`src/rtl/coin_pkg.sv`:
```
// Shared coin definitions for the vending datapath (acceptor and change dispenser).
package coin_pkg;

  typedef enum logic [1:0] {
    coin_none    = 2'd0,
    coin_nickel  = 2'd1,
    coin_dime    = 2'd2,
    coin_quarter = 2'd3
  } coin_e;

  localparam int unsigned NICKEL_VAL  = 1;
  localparam int unsigned DIME_VAL    = 2;
  localparam int unsigned QUARTER_VAL = 5;

  typedef enum logic [1:0] {
    IDLE    = 2'd0,
    COLLECT = 2'd1,
    OFFER   = 2'd2
  } acceptor_state_e;

  // Value of a coin in nickel units; 3 bits covers the largest coin.
  function automatic logic [2:0] coin_value(input coin_e c);
    logic [2:0] v;
    case (c)
      coin_nickel:  v = 3'(NICKEL_VAL);
      coin_dime:    v = 3'(DIME_VAL);
      coin_quarter: v = 3'(QUARTER_VAL);
      default:      v = 3'd0;
    endcase
    return v;
  endfunction

endpackage

```
`src/rtl/coin_slot.sv`:
```
// Combinational coin decode plus the accept/reject decision against credit and inventory.
module coin_slot
  import coin_pkg::*;
#(
  parameter int AMT_W = 4,
  parameter int CNT_W = 2
) (
  input  logic             i_enable,
  input  logic             i_coin_valid,
  input  logic [1:0]       i_coin_type,
  input  logic [AMT_W-1:0] i_paid,
  input  logic [CNT_W-1:0] i_quarters,
  input  logic [CNT_W-1:0] i_dimes,
  input  logic [CNT_W-1:0] i_nickels,
  output logic [AMT_W-1:0] o_value,
  output logic [2:0]       o_onehot,
  output logic             o_accept,
  output logic             o_reject
);

  localparam logic [AMT_W:0]   PAID_MAX = (AMT_W+1)'((1 << AMT_W) - 1);
  localparam logic [CNT_W-1:0] CNT_MAX  = '1;

  coin_e          w_coin;
  logic [2:0]     w_value;
  logic [AMT_W:0] w_sum;
  logic           w_room;

  assign w_coin  = coin_e'(i_coin_type);
  assign w_value = coin_value(w_coin);
  assign o_value = AMT_W'(w_value);

  // One extra bit on the sum so an overflowing coin is seen rather than wrapped.
  assign w_sum = {1'b0, i_paid} + (AMT_W+1)'(w_value);

  always_comb begin
    o_onehot = 3'b000;
    w_room   = 1'b0;
    case (w_coin)
      coin_nickel: begin
        o_onehot = 3'b001;
        w_room   = (i_nickels != CNT_MAX);
      end
      coin_dime: begin
        o_onehot = 3'b010;
        w_room   = (i_dimes != CNT_MAX);
      end
      coin_quarter: begin
        o_onehot = 3'b100;
        w_room   = (i_quarters != CNT_MAX);
      end
      default: begin
        o_onehot = 3'b000;
        w_room   = 1'b0;
      end
    endcase
  end

  assign o_accept = i_enable && i_coin_valid && (w_coin != coin_none) &&
                    (w_sum <= PAID_MAX) && w_room;
  assign o_reject = i_coin_valid && !o_accept;

endmodule

```
`src/rtl/coin_acceptor.sv`:
```
// Coin acceptor: collects coins toward a latched cost and offers the result to the change dispenser.
module coin_acceptor
  import coin_pkg::*;
#(
  parameter int AMT_W = 4,
  parameter int CNT_W = 2
) (
  input  logic             clk,
  input  logic             rst_n,
  input  logic             start,
  input  logic [AMT_W-1:0] cost,
  input  logic             coin_valid,
  input  logic [1:0]       coin_type,
  input  logic             cancel,
  input  logic             inv_load,
  input  logic [CNT_W-1:0] inv_q_in,
  input  logic [CNT_W-1:0] inv_d_in,
  input  logic [CNT_W-1:0] inv_n_in,
  output logic             coin_reject,
  output logic             busy,
  output logic             out_valid,
  input  logic             out_ready,
  output logic [AMT_W-1:0] cost_out,
  output logic [AMT_W-1:0] paid_out,
  output logic             cancelled,
  output logic [CNT_W-1:0] quarters,
  output logic [CNT_W-1:0] dimes,
  output logic [CNT_W-1:0] nickels
);

  acceptor_state_e r_state, w_stateNext;

  logic [AMT_W-1:0] r_cost, r_paid, r_costOut;
  logic             r_outValid, r_cancelled, r_reject;
  logic [CNT_W-1:0] r_q, r_d, r_n;

  logic [AMT_W-1:0] w_costNext, w_paidNext, w_costOutNext, w_paidSum;
  logic             w_validNext, w_cancelNext;
  logic [CNT_W-1:0] w_qNext, w_dNext, w_nNext;

  logic             w_enable, w_accept, w_slotReject;
  logic [AMT_W-1:0] w_value;
  logic [2:0]       w_onehot;

  // Cancel wins over a coin in the same cycle, so the slot is disabled while cancelling.
  assign w_enable = (r_state == COLLECT) && !cancel;

  coin_slot #(.AMT_W(AMT_W), .CNT_W(CNT_W)) u_slot (
    .i_enable     (w_enable),
    .i_coin_valid (coin_valid),
    .i_coin_type  (coin_type),
    .i_paid       (r_paid),
    .i_quarters   (r_q),
    .i_dimes      (r_d),
    .i_nickels    (r_n),
    .o_value      (w_value),
    .o_onehot     (w_onehot),
    .o_accept     (w_accept),
    .o_reject     (w_slotReject)
  );

  assign w_paidSum = r_paid + w_value;

  always_ff @(posedge clk or negedge rst_n) begin
    if (!rst_n) r_state <= IDLE;
    else        r_state <= w_stateNext;
  end

  always_comb begin
    w_stateNext   = r_state;
    w_costNext    = r_cost;
    w_paidNext    = r_paid;
    w_costOutNext = r_costOut;
    w_validNext   = r_outValid;
    w_cancelNext  = r_cancelled;
    w_qNext       = r_q;
    w_dNext       = r_d;
    w_nNext       = r_n;
    case (r_state)
      IDLE: begin
        if (inv_load) begin
          w_qNext = inv_q_in;
          w_dNext = inv_d_in;
          w_nNext = inv_n_in;
        end
        if (start) begin
          w_costNext   = cost;
          w_paidNext   = '0;
          w_cancelNext = 1'b0;
          if (cost == '0) begin
            w_stateNext   = OFFER;
            w_costOutNext = '0;
            w_validNext   = 1'b1;
          end else begin
            w_stateNext = COLLECT;
          end
        end
      end
      COLLECT: begin
        if (cancel) begin
          w_stateNext   = OFFER;
          w_costOutNext = '0;
          w_cancelNext  = 1'b1;
          w_validNext   = 1'b1;
        end else if (w_accept) begin
          w_paidNext = w_paidSum;
          if (w_onehot[0]) w_nNext = r_n + CNT_W'(1);
          if (w_onehot[1]) w_dNext = r_d + CNT_W'(1);
          if (w_onehot[2]) w_qNext = r_q + CNT_W'(1);
          if (w_paidSum >= r_cost) begin
            w_stateNext   = OFFER;
            w_costOutNext = r_cost;
            w_validNext   = 1'b1;
          end
        end
      end
      OFFER: begin
        if (out_ready) begin
          w_stateNext  = IDLE;
          w_validNext  = 1'b0;
          w_cancelNext = 1'b0;
        end
      end
      default: begin
        w_stateNext = IDLE;
        w_validNext = 1'b0;
      end
    endcase
  end

  always_ff @(posedge clk or negedge rst_n) begin
    if (!rst_n) begin
      r_cost      <= '0;
      r_paid      <= '0;
      r_costOut   <= '0;
      r_outValid  <= 1'b0;
      r_cancelled <= 1'b0;
      r_reject    <= 1'b0;
      r_q         <= '0;
      r_d         <= '0;
      r_n         <= '0;
    end else begin
      r_cost      <= w_costNext;
      r_paid      <= w_paidNext;
      r_costOut   <= w_costOutNext;
      r_outValid  <= w_validNext;
      r_cancelled <= w_cancelNext;
      r_reject    <= w_slotReject;
      r_q         <= w_qNext;
      r_d         <= w_dNext;
      r_n         <= w_nNext;
    end
  end

  assign coin_reject = r_reject;
  assign busy        = (r_state != IDLE);
  assign out_valid   = r_outValid;
  assign cost_out    = r_costOut;
  assign paid_out    = r_paid;
  assign cancelled   = r_cancelled;
  assign quarters    = r_q;
  assign dimes       = r_d;
  assign nickels     = r_n;

endmodule

```
`config.mk`:
```
export PLATFORM = sky130hd
export DESIGN_NAME = coin_acceptor
export DESIGN_NICKNAME = d
export VERILOG_FILES = /design/src/rtl/coin_pkg.sv /design/src/rtl/coin_slot.sv /design/src/rtl/coin_acceptor.sv
export SDC_FILE = /design/constraint.sdc
export NUM_CORES = 1
export LEC_CHECK = 0
export ABC_AREA = 1
export CORE_ASPECT_RATIO = 1.25
export CORE_UTILIZATION = 43
export DETAILED_ROUTE_END_ITERATION = 16
export GPL_TIMING_DRIVEN = 0
export PLACE_DENSITY = 0.79
export SYNTH_ARGS = -nofsm -noshare
export SYNTH_HDL_FRONTEND = slang
export SYNTH_SLANG_ARGS = --single-unit
```
`constraint.sdc`:
```
create_clock -name clk -period 1.9 [get_ports clk]
set_input_delay 0.38 -clock clk [delete_from_list [all_inputs] [get_ports clk]]
set_output_delay 0.38 -clock clk [all_outputs]
set_load 0.02 [all_outputs]
```
== Yosys cells after proc, flatten, opt, wreduce, memory -nomap -nowiden ==
Index checks and enable logic that the tools add are counted.
Operators by class
  $add $sub $neg: 5
  magnitude comparators: 2
  equality and inequality tests: 20
  mux-type cells: 45
  reductions and logical operators: 23
Operator list (number)
  2-bit 2-to-1 mux: 18
  4-bit 2-to-1 mux: 8
  5-bit AND reduction: 5
  2-bit != test, second input constant: 9
  3-bit one-hot mux with 3 select lines: 2
  4-bit one-hot mux with 2 select lines: 2
  2-bit one-hot mux with 2 select lines: 3
  4-bit AND reduction: 3
  1-bit one-hot mux with 3 select lines: 3
  1-bit 2-to-1 mux: 8
  2-bit by 1-bit != test with 1-bit output, second input constant: 4
  2-bit by 1-bit adder with 2-bit output, second input constant: 3
  2-bit equality test, second input constant: 3
  1-bit logical AND: 6
  3-bit by 2-bit != test with 1-bit output, second input constant: 2
  2-bit one-hot mux with 3 select lines: 1
  2-bit nonzero test: 3
  4-bit by 3-bit adder with 5-bit output: 1
  5-bit by 4-bit <= comparator with 1-bit output, second input constant: 1
  4-bit by 3-bit adder with 4-bit output: 1
  2-bit by 1-bit equality test with 1-bit output, second input constant: 2
  4-bit >= comparator: 1
  4-bit logical NOT: 1
  3-bit nonzero test: 1
  3 further kinds: 4
Storage, ports and cells
  register bits: 23
  input port bits: 19
  word-level logic and storage cells: 105

== Logic depth before layout (Yosys ltp) ==
  depth after elaboration: 9
  mapped depth: 18

== By module ==
A second synthesis with hierarchy kept.
Second synthesis, totals
  cells, all modules: 196
  area total of the unflattened synthesis: 1584.0 um2
By module, submodules not included
  coin_acceptor: instances 1, cells each 158, area an instance 1381.3 um2, sequential area each 575.6 um2
  coin_slot: instances 1, cells each 38, area an instance 202.7 um2, sequential area each 0.0 um2

== Worst setup path after synthesis ==
Ideal clock, no wire load.
  kind: register to register
  from: register r_paid[2], in the netlist paid_out[2]
  to: register r_costOut[0], in the netlist cost_out[0]
  setup time: 0.121 ns
  data arrival time: 2.080 ns
  required time: 1.779 ns
  slack: -0.301 ns
  cell stages (with the launch flop): 16
  path buffers: 0
  period minus slack after synthesis: 2.201 ns
  path through: dfrtp_1 -> ha_1 -> a21oi_1 -> nand2_1 -> xnor2_1 -> inv_1 -> ha_1 -> nand2_1 -> inv_1 -> nand2_1 -> nand3_1 -> nand3_1 -> nand2_2 -> nand2_4 -> nand2_1 -> o21ai_1
On the way
  cells in the longest elaborated chain, start to end: 6
RTL lines
  from (decl): RTL line coin_acceptor.sv:33  | logic [AMT_W-1:0] r_cost, r_paid, r_costOut;
  from (signal assigned): RTL line coin_acceptor.sv:144  | r_paid <= w_paidNext;
  4-bit by 3-bit adder with 5-bit output: RTL line coin_slot.sv:34  | assign w_sum = {1'b0, i_paid} + (AMT_W+1)'(w_value);
  5-bit by 4-bit <= comparator with 1-bit output: RTL line coin_slot.sv:60  | (w_sum <= PAID_MAX) && w_room;
  1-bit logical AND: RTL line coin_slot.sv:59  | assign o_accept = i_enable && i_coin_valid && (w_coin != coin_none) &&
  1-bit logical AND: RTL line coin_slot.sv:60
  3-bit by 2-bit != test with 1-bit output (no source line)
  5-bit AND reduction (no source line) (*)
  to (signal assigned): RTL line coin_acceptor.sv:145  | r_costOut <= w_costOutNext;
  to (decl): RTL line coin_acceptor.sv:33
Every way passes the cells marked *; elsewhere a longest branch is shown, timed or not.
A chain may end at the register's enable or synchronous reset.

== Worst setup path after layout ==
  from: register r_paid[0], in the netlist paid_out[0]
  to: register r_costOut[1], in the netlist cost_out[1]
Same word-level chain as after synthesis.

==> summary.md <==
| Metric | Value |
|---|---|
| EDFF count, synth | `0` |
| Min-delay worst type | `reg2reg` |
| Max Clock Freq | `447.4 MHz` |
| Max Root-Sink Buffers | `2` |
| I/O Buffers | `36` |
| Via-to-Cell Ratio | `5.183` |
| Sw Ratio | `46.73%` |
| #FFs+latches synth | `23` |
| Slew Limit Fails | `0` |
| Power share of the sequential group | `31.4%` |
| Post-DRT Antenna Nets | `0` |
| Status | `finished, violations left` |
| Worst reg2reg path depth | `14` |
| GRT overflow | `0` |
| Syn. warnings | `0` |
| H-tree depth | `1` |
| Max-Cap Viols | `0` |
| Setup WS pre-CTS | `-1.141 ns` |
| DR DRC count | `0` |
| Clock network power share | `8.4%` |
| Util after Layout | `67.02%` |
| Mapped Nets | `206` |
| WP buf/inv | `2` |
| Core ar. | `3028 sq um` |
| DPL Wire Length | `2310 um` |
| Die ar. | `3538 sq um` |
| VDD IR-drop max | `0.8220 mV` |
| FILL cells | `259` |
| Post-synth top area cell | `dfrtp_1` |
| # setup viols final | `7` |
| Top area cells in the synthesized netlist | `dfrtp_1 41%, nand2_1 13%, inv_1 7.1%, ha_1 6.2%, o21ai_0 4.2%` |
| Worst setup margin | `-0.3352 ns` |
| Met2 Routed Length | `1732 um` |
| Die Height | `roughly 66 um` |
| Fin crit share | `117.6%` |
| Final-stage net count | `255` |
| Worst EP required | `2.11 ns` |
| GP Congestion | `about 0.82` |
| Initial DRC count | `29` |
| Gr usage total | `20.62%` |
| CTS tree | `yes` |
| Vias in the first global route | `roughly 1300` |
| CP startpoint kind | `flip-flop` |
| WHS Path Cells | `2` |
| Reg2reg end | `cost_out[1]` |
| Worst r2r src | `paid_out[0]` |
| Avg Cell Area, Syn | `7.934 sq um` |
| Leakage | `1.006 nW` |
| Top Ports | `37` |
| R2R Setup Slk | `-0.34 ns` |
| Chain of cells forming the critical path | `ha_4, inv_2, fa_2, xnor2_2, ha_1, nand2_1, inv_1, nand2_1, nand3_1, nand3_2, nand2_4, nand2_4, nand2_1, o21ai_1` |
| Slew margin rel. | `28.04%` |
| Fin. Hold Viols | `0` |
| Antenna cells | `0` |
| Logic pwr share | `about three fifths` |
| WL per Instance | `12.58 um` |
| Detailed Route WL | `3309 um` |
| Non-filler cells, final | `263` |
| Main synth FF type | `dfrtp_1` |
| Clk_skew | `slightly below 0.008 ns` |
| P_sw | `1.279 mW` |
| Placed cell count | `251` |
| Crit path max fanout | `5` |
| Vias | `between 1000 and 1500` |
| Sequential share of the synthesized area | `40.53%` |
| Pwr dens | `1349 nW/um^2` |
| Area grow syn2layout | `42.91%` |
| Crit path max-delay cell type | `dfrtp_2` |
| Post-CTS Hold Buffers | `0` |
| Failing checks | `negative setup slack` |
| Root buffer cell | `clkbuf_4` |
| Global-route wire length before repair | `5388 um` |
| Top Layer Used | `met4` |
| Netlist cell types | `23` |
| Syn Inst Count | `around 180` |
| Worst Hold Endpoint | `out_valid` |
| CTS Sinks | `23` |
| Largest net degree at the start of global routing | `24` |
| Drt first pass iters | `4` |
| Die W | `53.40 um` |
| Initial antenna violation count | `0` |
| Share of cells above drive strength 1 | `about a fifth` |
| Top cell by count, worst path | `nand2_1` |
| CP top delay family | `adder cells` |
| Yosys top cell area share | `40.53%` |
| Num CTS Buffers | `3` |
| Final min period | `2.235 ns` |
| Type of the worst setup path | `reg2reg` |
| Clk Latency, worst-skew pair | `0.31 ns` |
| Starting Density | `46.90%` |
| Critical Path End Type | `flip-flop` |
| Worst slew pin tran | `1.076 ns` |
| RSZ-0062 raised after global routing | `true` |
| Hold Crit Start | `out_valid` |
| Slowest stage delay, CP | `0.42 ns` |
| Synthesized area | `1420 sq um` |
| P_int | `1.459 mW` |
| Routed met1 length | `~1400 um` |
| Ys async rst share | `100.0%` |
| Number of cell rows | `22` |
| Post-Route Setup TNS | `-2.211 ns` |
| Met3 routed wirelength | `96 um` |
| CP arrival | `2.45 ns` |
| CTS clk-pin slew, worst paths | `0.13 ns` |
==> metal layers <==
metal | vias up | GRT usage [%]
met4 | 0 | 8.882
li1 | 671 | -
met1 | 652 | 24.54
met2 | 33 | 36.41
met3 | 7 | 1.839
met5 | - | 0
==> timing repair <==
item | in CTS | in global routing
endpoints found under the setup margin | 19 | 17
cloned | 1 | 0
endpoints found under the hold margin | 0 | 0
buffers inserted | 3 | 4
resized for setup | 23 | 12
pin swaps | 11 | 5
==> how the worst max path moves through the flow <==
stage            startpoint     endpoint  slack (ns)  cells after the start
2_1_floorplan  coin_type[0]  cost_out[0]       -0.22                     15
3_3_place_gp   coin_type[0]  cost_out[2]       -1.09                     16
3_5_place_dp   coin_type[0]  cost_out[2]       -1.14                     16
4_1_cts         paid_out[0]  cost_out[1]       -0.32                     14
5_1_grt         paid_out[0]  cost_out[1]       -0.42                     14
6_report        paid_out[0]  cost_out[1]       -0.34                     14
==> layout make-up <==
cell class	count	area, sq um	area share [%]
well taps	36	45.04	2.219
multi-input cells	128	859.6	42.36
repair buffers	43	410.4	20.22
inverters	28	105.1	5.179
plain buffers	1	3.754	0.1850
clock buffers	4	26.28	1.295
flip-flops and latches	23	579.3	28.54
==> registers in the layout, indices dropped and copies added (netlist names), 2 cells and up <==
name      cells
paid_out      4
r_state       2
r_cost        4
dimes         2
nickels       2
quarters      2
cost_out      4
==> per-stage QoR <==
| stage | cell area (sq um) | hold slack [ns] | power (mW) |
|---|---|---|---|
| after floorplan | 1438 | 0.08441 | 1.811 |
| after global placement | 1843 | 0.4540 | 2.281 |
| after detailed placement | 1843 | 0.4591 | 2.330 |
| after CTS | 1949 | 0.4880 | 2.650 |
| after global routing | 2029 | 0.5337 | 2.970 |
| final | 2029 | 0.4902 | 2.738 |
==> cell usage after synthesis (all sizes together), types with 2 or more instances <==
library cell,instances
nand3,13
nor2,11
nand2,54
xnor2,2
o21ai,22
dfrtp,23
mux2i,3
nand4,2
ha,7
a21oi,7
xor2,3
inv,28
==> tightest hold or removal path, delay by kind of cell, from the launching register on <==
family           cells  cell delay (ns)
AND/OR/NAND/NOR      2             0.11
flip-flops           1             0.36
==> power groups by stage <==
stage / Clock (mW) / Combinational [mW] / Sequential (mW)
detailed placement: 0 / 1.47 / 0.864
floorplan: 0 / 0.836 / 0.975
global route: 0.269 / 1.81 / 0.886
global placement: 0 / 1.42 / 0.856
CTS: 0.237 / 1.56 / 0.856
finish: 0.231 / 1.65 / 0.861
==> cell usage in the layout, fill, tap and decap left out <==
master,instances
fa_2,1
o21ai_4,1
o22ai_1,1
xnor2_1,1
inv_1,24
nor2_1,9
ha_1,3
nand4_1,2
nand3_2,4
ha_4,4
nand2_2,4
buf_2,1
buf_6,1
nor2_4,1
inv_2,4
clkbuf_1,2
nand3_4,1
nand2_4,6
o21ai_1,9
dlymetal6s2s_1,1
xor2_1,3
clkbuf_4,3
o21ai_2,1
nor2_8,1
mux2i_1,3
buf_4,7
a21oi_2,2
dfrtp_2,3
nand3_1,8
a21oi_1,5
o21ai_0,11
or3_2,1
xnor2_2,1
nand2_1,45
clkdlybuf4s50_1,32
dlygate4sd2_1,1
dfrtp_1,20
==> kinds of logic after synthesis <==
family | count (synthesis) | synth area share (%)
and+or+nand+nor | 81 | 28.37
AOI/OAI and AO/OA | 30 | 10.66
buffers and inverters | 29 | 7.665
DFF | 23 | 40.53
adders and majority gates | 8 | 7.577
xor gates and xnor gates | 5 | 3.084
muxes | 3 | 2.115
(Power assumes the default switching activity.)
